[src/rtl/seq_det_pkg.sv]
// Shared constants, types and elaboration helpers for the multi-pattern
// serial sequence detector.
package seq_det_pkg;

  localparam int IDX_W     = 3;
  localparam int MAX_LEN   = 16;
  localparam int MAX_LANES = 8;

  typedef enum logic {
    MODE_NON_OVERLAP = 1'b0,
    MODE_OVERLAP     = 1'b1
  } det_mode_e;

  function automatic bit pat_len_ok(input int n);
    return (n >= 2) && (n <= MAX_LEN);
  endfunction

  function automatic bit num_pat_ok(input int n);
    return (n >= 1) && (n <= MAX_LANES);
  endfunction

  // Extracts lane idx from a packed reset-pattern vector, zero-extended.
  function automatic logic [MAX_LEN-1:0] rst_pat_slice(
    input logic [MAX_LEN*MAX_LANES-1:0] pats,
    input int                           idx,
    input int                           len
  );
    logic [MAX_LEN*MAX_LANES-1:0] sh;
    logic [MAX_LEN-1:0]           mask;
    sh   = pats >> (idx * len);
    mask = (MAX_LEN'(1) << len) - MAX_LEN'(1);
    return sh[MAX_LEN-1:0] & mask;
  endfunction

endpackage

[src/rtl/seq_detect_multi_if.sv]
// Stream, configuration and result signals of the sequence detector.
interface seq_detect_multi_if
  import seq_det_pkg::*;
#(
  parameter int PAT_LEN = 3,
  parameter int NUM_PAT = 2,
  parameter int CNT_W   = 8
);
  logic               din_valid;
  logic               din;
  logic               cfg_overlap;
  logic               cfg_we;
  logic [IDX_W-1:0]   cfg_idx;
  logic [PAT_LEN-1:0] cfg_pattern;
  logic               clr_cnt;
  logic [NUM_PAT-1:0] match;
  logic               match_any;
  logic [CNT_W-1:0]   match_cnt;

  modport master (
    output din_valid, din, cfg_overlap, cfg_we, cfg_idx, cfg_pattern, clr_cnt,
    input  match, match_any, match_cnt
  );

  modport slave (
    input  din_valid, din, cfg_overlap, cfg_we, cfg_idx, cfg_pattern, clr_cnt,
    output match, match_any, match_cnt
  );
endinterface

[src/rtl/seq_det_lane.sv]
// One pattern lane: programmable pattern, fill counter and Moore match state.
module seq_det_lane
  import seq_det_pkg::*;
#(
  parameter int                 PAT_LEN = 3,
  parameter logic [PAT_LEN-1:0] RST_PAT = '0
) (
  input  logic               clk,
  input  logic               rst,
  input  logic               accept,
  input  det_mode_e          mode,
  input  logic               we,
  input  logic [PAT_LEN-1:0] wr_pat,
  input  logic [PAT_LEN-1:0] hist_nxt,
  output logic               match,
  output logic               match_nxt
);
  localparam int                FILL_W = $clog2(PAT_LEN + 1);
  localparam logic [FILL_W-1:0] FULL   = FILL_W'(PAT_LEN);

  logic [PAT_LEN-1:0] pat_q, pat_nxt;
  logic [FILL_W-1:0]  fill_q, fill_nxt, base, fill_inc;

  always_comb begin
    // Non-overlapping mode discards the bits that formed the last match.
    base      = (mode == MODE_NON_OVERLAP && match) ? '0 : fill_q;
    fill_inc  = (base == FULL) ? FULL : base + FILL_W'(1);
    pat_nxt   = pat_q;
    fill_nxt  = fill_q;
    match_nxt = match;
    if (we) begin
      pat_nxt   = wr_pat;
      fill_nxt  = '0;
      match_nxt = 1'b0;
    end else if (accept) begin
      fill_nxt  = fill_inc;
      match_nxt = (fill_inc == FULL) && (hist_nxt == pat_q);
    end
  end

  always_ff @(posedge clk or posedge rst) begin
    if (rst) begin
      pat_q  <= RST_PAT;
      fill_q <= '0;
      match  <= 1'b0;
    end else begin
      pat_q  <= pat_nxt;
      fill_q <= fill_nxt;
      match  <= match_nxt;
    end
  end

endmodule

[src/rtl/seq_detect_multi.sv]
// Multi-lane Moore serial pattern detector: shared history register,
// NUM_PAT programmable lanes, registered match summary and saturating counter.
module seq_detect_multi
  import seq_det_pkg::*;
#(
  parameter int                         PAT_LEN      = 3,
  parameter int                         NUM_PAT      = 2,
  parameter int                         CNT_W        = 8,
  parameter logic [NUM_PAT*PAT_LEN-1:0] RST_PATTERNS = {3'b110, 3'b101}
) (
  input logic               clk,
  input logic               rst,
  seq_detect_multi_if.slave bus
);
  if (!pat_len_ok(PAT_LEN)) begin : g_bad_pat_len
    $error("seq_detect_multi: PAT_LEN must be 2..16");
  end
  if (!num_pat_ok(NUM_PAT)) begin : g_bad_num_pat
    $error("seq_detect_multi: NUM_PAT must be 1..8");
  end

  localparam logic [MAX_LEN*MAX_LANES-1:0] RST_ALL = (MAX_LEN*MAX_LANES)'(RST_PATTERNS);
  localparam logic [CNT_W-1:0]             CNT_MAX = {CNT_W{1'b1}};

  logic [PAT_LEN-1:0] hist_q, hist_nxt;
  logic [NUM_PAT-1:0] match_q, match_nxt;
  logic               any_q;
  logic [CNT_W-1:0]   cnt_q, cnt_nxt;
  logic               accept;
  det_mode_e          mode;

  assign accept   = bus.din_valid;
  assign mode     = det_mode_e'(bus.cfg_overlap);
  assign hist_nxt = accept ? {hist_q[PAT_LEN-2:0], bus.din} : hist_q;

  for (genvar i = 0; i < NUM_PAT; i++) begin : g_lane
    seq_det_lane #(
      .PAT_LEN (PAT_LEN),
      .RST_PAT (PAT_LEN'(rst_pat_slice(RST_ALL, i, PAT_LEN)))
    ) u_lane (
      .clk       (clk),
      .rst       (rst),
      .accept    (accept),
      .mode      (mode),
      .we        (bus.cfg_we && (bus.cfg_idx == IDX_W'(i))),
      .wr_pat    (bus.cfg_pattern),
      .hist_nxt  (hist_nxt),
      .match     (match_q[i]),
      .match_nxt (match_nxt[i])
    );
  end

  always_comb begin
    cnt_nxt = cnt_q;
    if (bus.clr_cnt) begin
      cnt_nxt = '0;
    end else if (accept && (|match_nxt) && (cnt_q != CNT_MAX)) begin
      cnt_nxt = cnt_q + CNT_W'(1);
    end
  end

  always_ff @(posedge clk or posedge rst) begin
    if (rst) begin
      hist_q <= '0;
      any_q  <= 1'b0;
      cnt_q  <= '0;
    end else begin
      hist_q <= hist_nxt;
      any_q  <= |match_nxt;
      cnt_q  <= cnt_nxt;
    end
  end

  assign bus.match     = match_q;
  assign bus.match_any = any_q;
  assign bus.match_cnt = cnt_q;

endmodule

[src/flat_wrapper.sv]
// flat-port wrapper written by rule: the top's interface ports become plain ports
module seq_detect_multi_flat import seq_det_pkg::*;
#(
  parameter int                         PAT_LEN      = 3,
  parameter int                         NUM_PAT      = 2,
  parameter int                         CNT_W        = 8,
  parameter logic [NUM_PAT*PAT_LEN-1:0] RST_PATTERNS = {3'b110, 3'b101}
)
  (clk, rst, bus_din_valid, bus_din, bus_cfg_overlap, bus_cfg_we, bus_cfg_idx, bus_cfg_pattern, bus_clr_cnt, bus_match, bus_match_any, bus_match_cnt);
  seq_detect_multi_if #(.PAT_LEN(PAT_LEN), .NUM_PAT(NUM_PAT), .CNT_W(CNT_W)) bus_i ();
  input logic clk;
  input logic rst;
  input wire logic [$bits(bus_i.din_valid)-1:0] bus_din_valid;
  input wire logic [$bits(bus_i.din)-1:0] bus_din;
  input wire logic [$bits(bus_i.cfg_overlap)-1:0] bus_cfg_overlap;
  input wire logic [$bits(bus_i.cfg_we)-1:0] bus_cfg_we;
  input wire logic [$bits(bus_i.cfg_idx)-1:0] bus_cfg_idx;
  input wire logic [$bits(bus_i.cfg_pattern)-1:0] bus_cfg_pattern;
  input wire logic [$bits(bus_i.clr_cnt)-1:0] bus_clr_cnt;
  output wire logic [$bits(bus_i.match)-1:0] bus_match;
  output wire logic [$bits(bus_i.match_any)-1:0] bus_match_any;
  output wire logic [$bits(bus_i.match_cnt)-1:0] bus_match_cnt;
  assign bus_i.din_valid = bus_din_valid;
  assign bus_i.din = bus_din;
  assign bus_i.cfg_overlap = bus_cfg_overlap;
  assign bus_i.cfg_we = bus_cfg_we;
  assign bus_i.cfg_idx = bus_cfg_idx;
  assign bus_i.cfg_pattern = bus_cfg_pattern;
  assign bus_i.clr_cnt = bus_clr_cnt;
  assign bus_match = bus_i.match;
  assign bus_match_any = bus_i.match_any;
  assign bus_match_cnt = bus_i.match_cnt;
  seq_detect_multi #(.PAT_LEN(PAT_LEN), .NUM_PAT(NUM_PAT), .CNT_W(CNT_W), .RST_PATTERNS(RST_PATTERNS)) u_core (.clk(clk), .rst(rst), .bus(bus_i));
endmodule
[config.mk]
export PLATFORM = sky130hd
export DESIGN_NAME = seq_detect_multi_flat
export DESIGN_NICKNAME = d
export VERILOG_FILES = /design/src/rtl/seq_det_pkg.sv /design/src/rtl/seq_detect_multi_if.sv /design/src/rtl/seq_det_lane.sv /design/src/rtl/seq_detect_multi.sv /design/src/flat_wrapper.sv
export SDC_FILE = /design/constraint.sdc
export NUM_CORES = 1
export LEC_CHECK = 0
export CAP_MARGIN = 10
export CORE_MARGIN = 1.5
export CORE_UTILIZATION = 42
export CTS_CLUSTER_DIAMETER = 30
export CTS_CLUSTER_SIZE = 10
export DETAILED_ROUTE_END_ITERATION = 10
export HOLD_SLACK_MARGIN = 0.03
export PLACE_DENSITY = 0.8
export SLEW_MARGIN = 20
export SYNTH_ARGS = -nofsm -noshare
export SYNTH_HDL_FRONTEND = slang
export SYNTH_HIERARCHICAL = 1
export SYNTH_SLANG_ARGS = --single-unit
[constraint.sdc]
create_clock -name clk -period 3.15 [get_ports clk]
set_input_delay 0.7875 -clock clk [delete_from_list [all_inputs] [get_ports clk]]
set_output_delay 0.7875 -clock clk [all_outputs]
set_load 0.005 [all_outputs]
==> results of run 1 <==
==> state kept, by name (all words and copies together) (netlist names) <==
signal / flops
u_core/g_lane.u_lane/match: 2
u_core/bus.match_any: 1
u_core/g_lane.u_lane/pat_q: 6
u_core/hist_q: 3
u_core/g_lane.u_lane/fill_q: 4
u_core/bus.match_cnt: 8
==> stage by stage <==
step	hold slack (ps)	utilization [%]	setup WS, ps
after global placement	520.6	58.31	-165.9
final	537.2	60.91	288.5
after global routing	568.3	60.91	197.9
after CTS	545.1	59.73	95.54
after detailed placement	517.2	58.31	-246.3
after floorplan	501.1	-	381.7
==> worst register-to-register path, cell delays in order, from the launching register on <==
cell	delay (ps)
dfrtp_1	400
mux2_4	300
xor2_1	150
nor3_1	150
a32oi_1	150
nor2_2	170
o21ai_2	90
or2_4	250
or4_1	520
a21oi_2	140
==> cells by family (layout without fill, tap and decap cells) <==
family | Yosys count | after routing | synth area share [%]
xor gates and xnor gates | 8 | 8 | 6.041
DFF | 24 | 24 | 52.21
AOI/OAI and AO/OA | 17 | 17 | 9.818
adders and majority gates | 1 | 1 | 1.079
muxes | 10 | 10 | 9.601
and+or+nand+nor | 42 | 42 | 19.31
buffers and inverters | 6 | 40 | 1.942
==> worst paths after layout <==
check	cells past startpoint	slack, ps	to	startpoint
worst max-delay path	10	290	u_core/bus.match_cnt[5]	bus_din
worst min-delay path	1	540	u_core/bus.match_cnt[6]	u_core/bus.match_cnt[6]
worst max register to register	9	760	u_core/bus.match_cnt[5]	u_core/hist_q[0]
worst min register to register	1	540	u_core/bus.match_cnt[6]	u_core/bus.match_cnt[6]
max in group asynchronous	2	1960	u_core/bus.match_any	rst
min in group asynchronous	2	750	u_core/g_lane[1].u_lane/match	rst
==> metal layers <==
metal,up-vias,wire (um),part of all wire (%),track usage (%)
li1,458,-,-,-
met1,477,1096,42,21.75
met2,34,1359,52,30.61
met3,2,148,5.7,3.747
met4,0,14,0.53,5.575
met5,-,0,0,0
==> cell type report <==
cell class	count	area, um^2	area share (%)
Sequential cell	24	605.6	39.06
Multi-Input combinational cell	78	559.3	36.08
Timing Repair Buffer	31	292.8	18.89
Tap cell	30	37.54	2.421
Clock buffer	4	36.28	2.341
Inverter	5	18.77	1.211
==> cells in the final DEF, fill, tap and decap left out, drive strengths merged, types with 2 or more instances in the layout <==
cell type	instances
dfstp	4
clkbuf	4
nand3	4
nand2	6
clkdlybuf4s50	22
xnor2	5
or2	2
inv	5
o21ai	3
xor2	3
nor2b	2
buf	8
nor3	10
dfrtp	20
nor2	10
a32oi	2
a211oi	5
a21oi	5
mux2	9
==> power by group through the flow <==
stage                     Sequential [mW]  Combinational, mW  Clock, mW
after global routing                0.403              0.210      0.175
after global placement              0.398              0.176          0
after detailed placement            0.399              0.183          0
final                               0.396              0.193      0.156
after floorplan                     0.393              0.104          0
after CTS                           0.393              0.183      0.163
==> results.md, run 1 <==
* Outcome: completed
* Core Region at 0.002545 mm^2
* Final cell count without fillers at 172
* Synth-to-layout area growth at 33.66%
* Worst-path fanout max at 3
* Avg Cell Area, Syn at 10.74 um^2
* Antenna cell count at 0
* Share of layout cells above drive strength 1 at 25.35%
* Final min period at 2862 ps
* Die ar. at 0.003086 mm^2
* Syn nets at 122
* Htree depth at 1
* First-pass iteration count of the detailed router at 4
* Clock Skew at 9.738 ps
* Seq/Total Area, Yosys at 52.21%
* CTS Sinks at 24
* Leak at 0.6471 nW
* Die H at 55.55 um
* Top-area cell type share of the netlist area at 43.15%
* HP Class: reg -> reg
* Largest net degree at the start of global routing at 14
* Clk_lat worst skew at 310 ps
* Crit path launch type: primary input
* Std-Cell Rows at 18
* Setup TNS at 0 ps
* Post-route DRC at 0
* Power, Total at 745.3 uW
* Vias in the first global route at 977
* Worst path cell trace: clkdlybuf4s50_1, mux2_4, xor2_1, nor3_1, a32oi_1, nor2_2, o21ai_2, or2_4, or4_1, a21oi_2
* Initial antenna violation count at 0
* Worst Path Buf+Inv at 1
* Port bufs at 23
* Synthesized area at 0.001160 mm^2
* Total grt overflow at 0
* Cells after DPL at 168
* #FFs+latches synth at 24
* Crit. End Element: flip-flop
* Routed wire length at 2.619 mm
* Slew Viols, Final at 0
* Logic gate share of total power at 25.9%
* VDD IR max at 262.0 uV
* Sw Ratio at 26.72%
* RSZ-0062 raised after global routing: false
* Clock power share at 20.9%
* Req. time, crit path at 3390 ps
* CTS resizes at 0
* Total power per unit cell area at 480.8 mW/mm^2
* Ys async rst share at 100.0%
* Sequential Power Share at 53.2%
* Final #Nets at 157
* EDFF count, synth at 0
* Total GRT Usage at 17.62%
* Drt wl/cell at 15.23 um
* Worst Tran Pin Value at 501.9 ps
* Top cells by area, synth: dfrtp_1, dfstp_2, mux2_2
* Hold buffers post-CTS at 0
* Cell family with most CP delay: simple AND/OR/NAND/NOR gates
* Hold Fails Final Rpt at 0
* Worst Path Arrival at 3100 ps
* Final period utilization at 90.84%
* Post-CTS Setup Bufs at 0
* Max cap viols at 0
* GP Congestion at 0.8829
* CTS tree: yes
* First-pass GRT wire length at 4.319 mm
* # setup viols final at 0
* Root Buffer: clkbuf_4
* Initial core utilization at 45.58%
* Vias at 971
* Crit path kind: in -> reg
* Fill count at 225
* Top post-synthesis cells by count: dfrtp_1, nor2_1, nor3_1
* Rel. slew slack at 66.07%
* Max clock buf depth at 2
* IO Pins at 24
* Post-route ant nets at 0
* Clk pin slew, worst setup/hold paths at 110 ps
* Final Cell Area at 0.001550 mm^2
* Placed inst area at 0.001484 mm^2
* Hpwl dp at 2.025 mm
* Synth area leader: dfrtp_1
* CP peak stage delay at 520 ps
* Initial drt markers at 24
* Num CTS Buffers at 3
* Yosys cell types at 31
* Die W at 55.55 um
* Most frequent cell after synthesis: dfrtp_1
* Peak Freq at 0.3495 GHz
* Psw at 199.1 uW
* Post-DR vias/cell at 5.645
* Top FF cell, synth: dfrtp_1
* Post-synthesis cell count at 108
* Slowest CP cell: or4_1
* Synth Warn # at 6
* P_int at 546.2 uW
No activity file was read; power rests on OpenSTA's default activity.
==> run 2: changes to the inputs <==
--- a/config.mk
+++ b/config.mk
@@ -8,8 +8,9 @@
 export CAP_MARGIN = 10
 export CORE_MARGIN = 1.5
 export CORE_UTILIZATION = 42
+export CTS_BUF_LIST = sky130_fd_sc_hd__clkbuf_8
 export CTS_CLUSTER_DIAMETER = 30
-export CTS_CLUSTER_SIZE = 10
+export CTS_CLUSTER_SIZE = 14
 export DETAILED_ROUTE_END_ITERATION = 10
 export HOLD_SLACK_MARGIN = 0.03
 export PLACE_DENSITY = 0.8
==> results.md, run 2 (synthesis gave the netlist of run 1 again) <==
* IO Pins at 24 (unchanged)
* Max cap viols at 0 (unchanged)
* Post-CTS Setup Bufs at 0 (unchanged)
* CP peak stage delay at 520 ps (about the same)
* Power, Total at 792.1 uW (was 745.3 uW)
* Placed inst area at 0.001484 mm^2 (unchanged)
* Clock Skew at 9.525 ps (was 9.738 ps)
* CTS tree: yes (unchanged)
* Most common cell after layout, fill and taps aside: clkdlybuf4s50_1 (unchanged)
* GP Congestion at 0.8829 (unchanged)
* Hold Fails Final Rpt at 0 (unchanged)
* Largest net degree at the start of global routing at 14 (unchanged)
* First-pass iteration count of the detailed router at 5 (was 4)
* Clk pin slew, worst setup/hold paths at 70 ps (was 110 ps)
* Htree depth at 1 (unchanged)
* Post-route DRC at 0 (unchanged)
* Vias in the first global route at 977 (unchanged)
* Rel. slew slack at 65.09% (was 66.07%)
* Share of layout cells above drive strength 1 at 25.35% (unchanged)
* Leak at 0.6548 nW (was 0.6471 nW)
* Total power per unit cell area at 504.8 mW/mm^2 (was 480.8 mW/mm^2)
* Cell family with most CP delay: simple AND/OR/NAND/NOR gates (unchanged)
* Req. time, crit path at 3340 ps (was 3390 ps)
* Post-DR vias/cell at 5.576 (was 5.645)
* Crit path launch type: primary input (unchanged)
* Slowest CP cell: or4_1 (unchanged)
* Die ar. at 0.003086 mm^2 (unchanged)
* Slew Viols, Final at 0 (unchanged)
* Worst Tran Pin Value at 516.6 ps (was 501.9 ps)
* Clk_lat worst skew at 260 ps (was 310 ps)
* Final #Nets at 157 (unchanged)
* Final worst setup slack at 228.0 ps (was 288.5 ps)
* Hold buffers post-CTS at 0 (unchanged)
* Routed wire length at 2.627 mm (was 2.619 mm)
* Initial drt markers at 21 (was 24)
* Worst-path fanout max at 3 (unchanged)
* Crit. End Element: flip-flop (unchanged)
* Port bufs at 23 (unchanged)
* Antenna cell count at 0 (unchanged)
* VDD IR max at 277.3 uV (was 262.0 uV)
* Final period utilization at 92.76% (was 90.84%)
* # setup viols final at 0 (unchanged)
* Final Cell Area at 0.001569 mm^2 (was 0.001550 mm^2)
* Worst Path Arrival at 3110 ps (was 3100 ps)
* Die W at 55.55 um (unchanged)
* Initial core utilization at 45.58% (unchanged)
* CTS resizes at 0 (unchanged)
* Worst slack, placed at -246.3 ps (unchanged)
* Initial antenna violation count at 0 (unchanged)
* First-pass GRT wire length at 4.340 mm (was 4.319 mm)
* Most frequent cells in the layout: clkdlybuf4s50_1, dfrtp_1, nor3_1 (unchanged)
* Drt wl/cell at 15.27 um (was 15.23 um)
* Worst path cell trace: clkdlybuf4s50_1, mux2_4, xor2_1, nor3_1, a32oi_1, nor2_2, o21ai_2, or2_4, or4_1, a21oi_2 (unchanged)
* Die H at 55.55 um (unchanged)
* Total GRT Usage at 17.82% (was 17.62%)
* Crit path kind: in -> reg (unchanged)
* Peak Freq at 0.3422 GHz (was 0.3495 GHz)
* Synth-to-layout area growth at 35.27% (was 33.66%)
* Vias at 959 (was 971)
* Total grt overflow at 0 (unchanged)
* Max clock buf depth at 2 (unchanged)
* HP Class: reg -> reg (unchanged)
* Root Buffer: clkbuf_8 (was clkbuf_4)
* Worst Path Buf+Inv at 1 (unchanged)
* Outcome: completed (unchanged)
* Std-Cell Rows at 18 (unchanged)
* Hpwl dp at 2.025 mm (unchanged)
* Post-route ant nets at 0 (unchanged)
* CTS Sinks at 24 (unchanged)
* RSZ-0062 raised after global routing: false (unchanged)
* Setup TNS at 0 ps (unchanged)
* Final min period at 2922 ps (was 2862 ps)
* Fill count at 218 (was 225)
* Num CTS Buffers at 3 (unchanged)
* Core Region at 0.002545 mm^2 (unchanged)
* Max reg flops at 8 (unchanged)
## run 2: cell counts in the layout (fill, tap and decap cells not counted)
Identical to the previous run, type by type.
## run 2: final cells by class
class	instances	area (um^2)	share of cell area, %
Multi-Input combinational cell	78	559.3	35.65
Clock buffer	4	55.05	3.509
Inverter	5	18.77	1.196
Sequential cell	24	605.6	38.60
Tap cell	30	37.54	2.392
Timing Repair Buffer	31	292.8	18.66
## run 2: per-layer routing
metal	GRT usage, %	vias up	part of all wire (%)
met4	6.620	0	0.80
met1	22.05	474	43
met3	3.747	2	5.3
li1	-	456	-
met5	0	-	0
met2	30.44	27	51
## run 2: final timing paths
check	from	to	slack [ps]	depth (start not counted)
worst max-delay path	bus_din	u_core/bus.match_cnt[5]	230	10
worst min-delay path	u_core/bus.match_cnt[6]	u_core/bus.match_cnt[6]	530	1
worst max register to register	u_core/hist_q[0]	u_core/bus.match_cnt[5]	760	9
worst min register to register	u_core/bus.match_cnt[6]	u_core/bus.match_cnt[6]	530	1
max in group asynchronous	rst	u_core/bus.match_any	1900	2
min in group asynchronous	rst	u_core/g_lane[1].u_lane/match	800	2
## run 2: worst register-to-register path, cell delays in order (launching register included)
cell and delay, ps:
dfrtp_1 390, mux2_4 300, xor2_1 150, nor3_1 150, a32oi_1 150, nor2_2 180, o21ai_2 90, or2_4 250
or4_1 520, a21oi_2 140
## run 2: where the power goes
part           leakage, nW  internal [mW]  switching, mW  total (mW)
Combinational        0.332          0.113         0.0799       0.193
Sequential           0.294          0.363         0.0335       0.396
Clock               0.0288          0.111         0.0914       0.203
## run 2: per-stage QoR
stage	hold slack (ps)	cells	utilization, %
floorplan	501.1	108	-
global placement	520.6	168	58.31
detailed placement	517.2	168	58.31
CTS	534.8	172	60.47
global route	561.7	172	61.65
finish	530.2	172	61.65
==> run 3: changes to the inputs <==
--- a/config.mk
+++ b/config.mk
@@ -12,8 +12,9 @@
 export CTS_CLUSTER_DIAMETER = 30
 export CTS_CLUSTER_SIZE = 14
 export DETAILED_ROUTE_END_ITERATION = 10
+export GPL_TIMING_DRIVEN = 0
 export HOLD_SLACK_MARGIN = 0.03
-export PLACE_DENSITY = 0.8
+export PLACE_DENSITY = 0.82
 export SLEW_MARGIN = 20
 export SYNTH_ARGS = -nofsm -noshare
 export SYNTH_HDL_FRONTEND = slang
==> constraint.sdc (replaced) <==
create_clock -name clk -period 2.4 [get_ports clk]
set_input_delay 0.6 -clock clk [delete_from_list [all_inputs] [get_ports clk]]
set_output_delay 0.6 -clock clk [all_outputs]
set_load 0.005 [all_outputs]
==> results.md, run 3 (synthesis gave the netlist of run 1 again) <==
* Crit. End Element: flip-flop (unchanged)
* Max clock buf depth at 2 (unchanged)
* Antenna cell count at 0 (unchanged)
* Die W at 55.55 um (unchanged)
* CTS Sinks at 24 (unchanged)
* Hpwl dp at 1.881 mm (was 2.025 mm)
* Crit path kind: in -> reg (unchanged)
* Rel. slew slack at 68.64% (was 65.09%)
* Synth-to-layout area growth at 37.54% (was 35.27%)
* Worst Tran Pin Value at 469.9 ps (was 516.6 ps)
* Final min period at 2408 ps
* Total grt overflow at 0 (unchanged)
* Clk pin slew, worst setup/hold paths at 80 ps (was 70 ps)
* Final Cell Area at 0.001595 mm^2 (was 0.001569 mm^2)
* Vias at 978 (was 959)
* Largest net degree at the start of global routing at 14 (unchanged)
* Initial antenna violation count at 0 (unchanged)
* Share of layout cells above drive strength 1 at 28.67% (was 25.35%)
* Worst path cell trace: buf_12, mux2_4, xor2_1, nor3_1, a32oi_1, nor2_2, o21ai_2, or2_4, or4_4, a21oi_2 (was clkdlybuf4s50_1, mux2_4, xor2_1, nor3_1, a32oi_1, nor2_2, o21ai_2, or2_4, or4_1, a21oi_2)
* # setup viols final at 1 (was 0)
* Worst Path Buf+Inv at 1 (unchanged)
* Crit path launch type: primary input (unchanged)
* Post-route ant nets at 0 (unchanged)
* Initial drt markers at 25 (was 21)
* Reg-to-reg endpoint: u_core/bus.match_cnt[5] (unchanged)
* Critical R2R Launch: u_core/hist_q[0] (unchanged)
* Htree depth at 1 (unchanged)
* Failing checks: setup timing
* RSZ-0062 raised after global routing: true (was false)
* Drt wl/cell at 16.01 um (was 15.27 um)
* CTS tree: yes (unchanged)
* Crit path to: u_core/bus.match_cnt[5] (unchanged)
* Leak at 0.6668 nW (was 0.6548 nW)
* Worst Setup SP: bus_din_valid (was bus_din)
* Worst-path fanout max at 4 (was 3)
* Num CTS Buffers at 3 (unchanged)
* Std-Cell Rows at 18 (unchanged)
* Routed wire length at 2.769 mm (was 2.627 mm)
* R2R cell count at 9 (unchanged)
* Cell family with most CP delay: simple AND/OR/NAND/NOR gates (unchanged)
* Top sig layer: met4 (unchanged)
* Worst path depth at 10 (unchanged)
* Post-route DRC at 0 (unchanged)
* Most common cell after layout, fill and taps aside: dfrtp_1 (was clkdlybuf4s50_1)
* Peak Freq at 0.4152 GHz
* Root Buffer: clkbuf_8 (unchanged)
* Met3 wire length at 136 um (was 140 um)
* Total GRT Usage at 19.52% (was 17.82%)
* Port bufs at 22 (was 23)
* Outcome: finished with violations (was completed)
* Power, Total at 1.036 mW (was 792.1 uW)
* VDD IR max at 391.0 uV (was 277.3 uV)
* IO Pins at 24 (unchanged)
* First-pass iteration count of the detailed router at 4 (was 5)
* First-pass GRT wire length at 4.788 mm (was 4.340 mm)
* Die ar. at 0.003086 mm^2 (unchanged)
* Most frequent cells in the layout: dfrtp_1, clkdlybuf4s50_1, nor3_1, buf_4 (was clkdlybuf4s50_1, dfrtp_1, nor3_1)
* Hold Fails Final Rpt at 0 (unchanged)
* Post-DR vias/cell at 5.653 (was 5.576)
* HP Class: reg -> reg (unchanged)
* Clk_lat worst skew at 260 ps (about the same)
* Slowest CP cell: or4_4 (was or4_1)
* Met1 wire length at 1.186 mm (was 1.124 mm)
* GP Congestion at 0.7288 (was 0.8829)
* Initial core utilization at 45.58% (unchanged)
* Final period utilization at 100.4%
* Slew Viols, Final at 0 (unchanged)
* Req. time, crit path at 2590 ps (was 3340 ps)
* Max reg flops at 8 (unchanged)
* Vias in the first global route at 1,029 (was 977)
* Die H at 55.55 um (unchanged)
* CP peak stage delay at 480 ps (was 520 ps)
* Clock Skew at 2.273 ps (was 9.525 ps)
* Worst Path Arrival at 2600 ps (was 3110 ps)
* Post-route core utilization at 62.68% (was 61.65%)
* Final #Nets at 158 (was 157)
* Final worst setup slack at -8.447 ps (was 228.0 ps)
* Max cap viols at 0 (unchanged)
* Placed inst area at 0.001421 mm^2 (was 0.001484 mm^2)
* Core Region at 0.002545 mm^2 (unchanged)
* Flop2flop setup slack at 70 ps (was 760 ps)
* Total power per unit cell area at 649.7 mW/mm^2 (was 504.8 mW/mm^2)
* Met2 WL at 1.389 mm (was 1.339 mm)
## run 3: layout make-up
cell class,count,area [um^2]
buffer,1,3.754
inverter,5,18.77
fill,216,949.7
timing repair buffer,31,291.5
sequential,24,605.6
multi-input combinational,78,583.1
tap,30,37.54
clock buffer,4,55.05
## run 3: report_power, final
group / internal [mW] / total, mW / switching, mW
Sequential: 0.476 / 0.516 / 0.0405
Combinational: 0.147 / 0.258 / 0.111
Clock: 0.146 / 0.262 / 0.116
## run 3: worst min path at each step
stage | startpoint | end | cells after the start
3_5_place_dp | u_core/bus.match_cnt[6] | u_core/bus.match_cnt[6] | 1
6_report | u_core/g_lane[1].u_lane/pat_q[0] | u_core/g_lane[1].u_lane/pat_q[0] | 1
3_3_place_gp | u_core/g_lane[0].u_lane/pat_q[1] | u_core/g_lane[0].u_lane/pat_q[1] | 1
5_1_grt | u_core/bus.match_cnt[6] | u_core/bus.match_cnt[6] | 1
2_1_floorplan | rst | u_core/g_lane[0].u_lane/fill_q[0] | 1
4_1_cts | u_core/g_lane[1].u_lane/pat_q[0] | u_core/g_lane[1].u_lane/pat_q[0] | 1
## run 3: what timing repair did
item | in CTS | in global routing
gates resized for setup | 22 | 0
setup buffers | 6 | 3
pin swaps | 11 | 9
endpoints found under the setup margin | 10 | 4
hold buffers | 0 | 0
## run 3: per-layer routing
metal,track usage (%),up-vias
li1,-,458
met1,23.27,482
met2,32.99,32
met3,4.450,6
met4,9.408,0
met5,0,-
## run 3: through the flow
stage               hold WS [ps]  cells  TNS, ps  setup WS (ps)
floorplan                  389.5    108   -186.6         -103.7
global placement           511.6    160    -8701          -1239
finish                     536.3    173   -8.447         -8.447
CTS                        539.7    170   -59.93         -59.93
global route               563.3    173   -188.9         -98.31
detailed placement         520.0    160    -9725          -1285
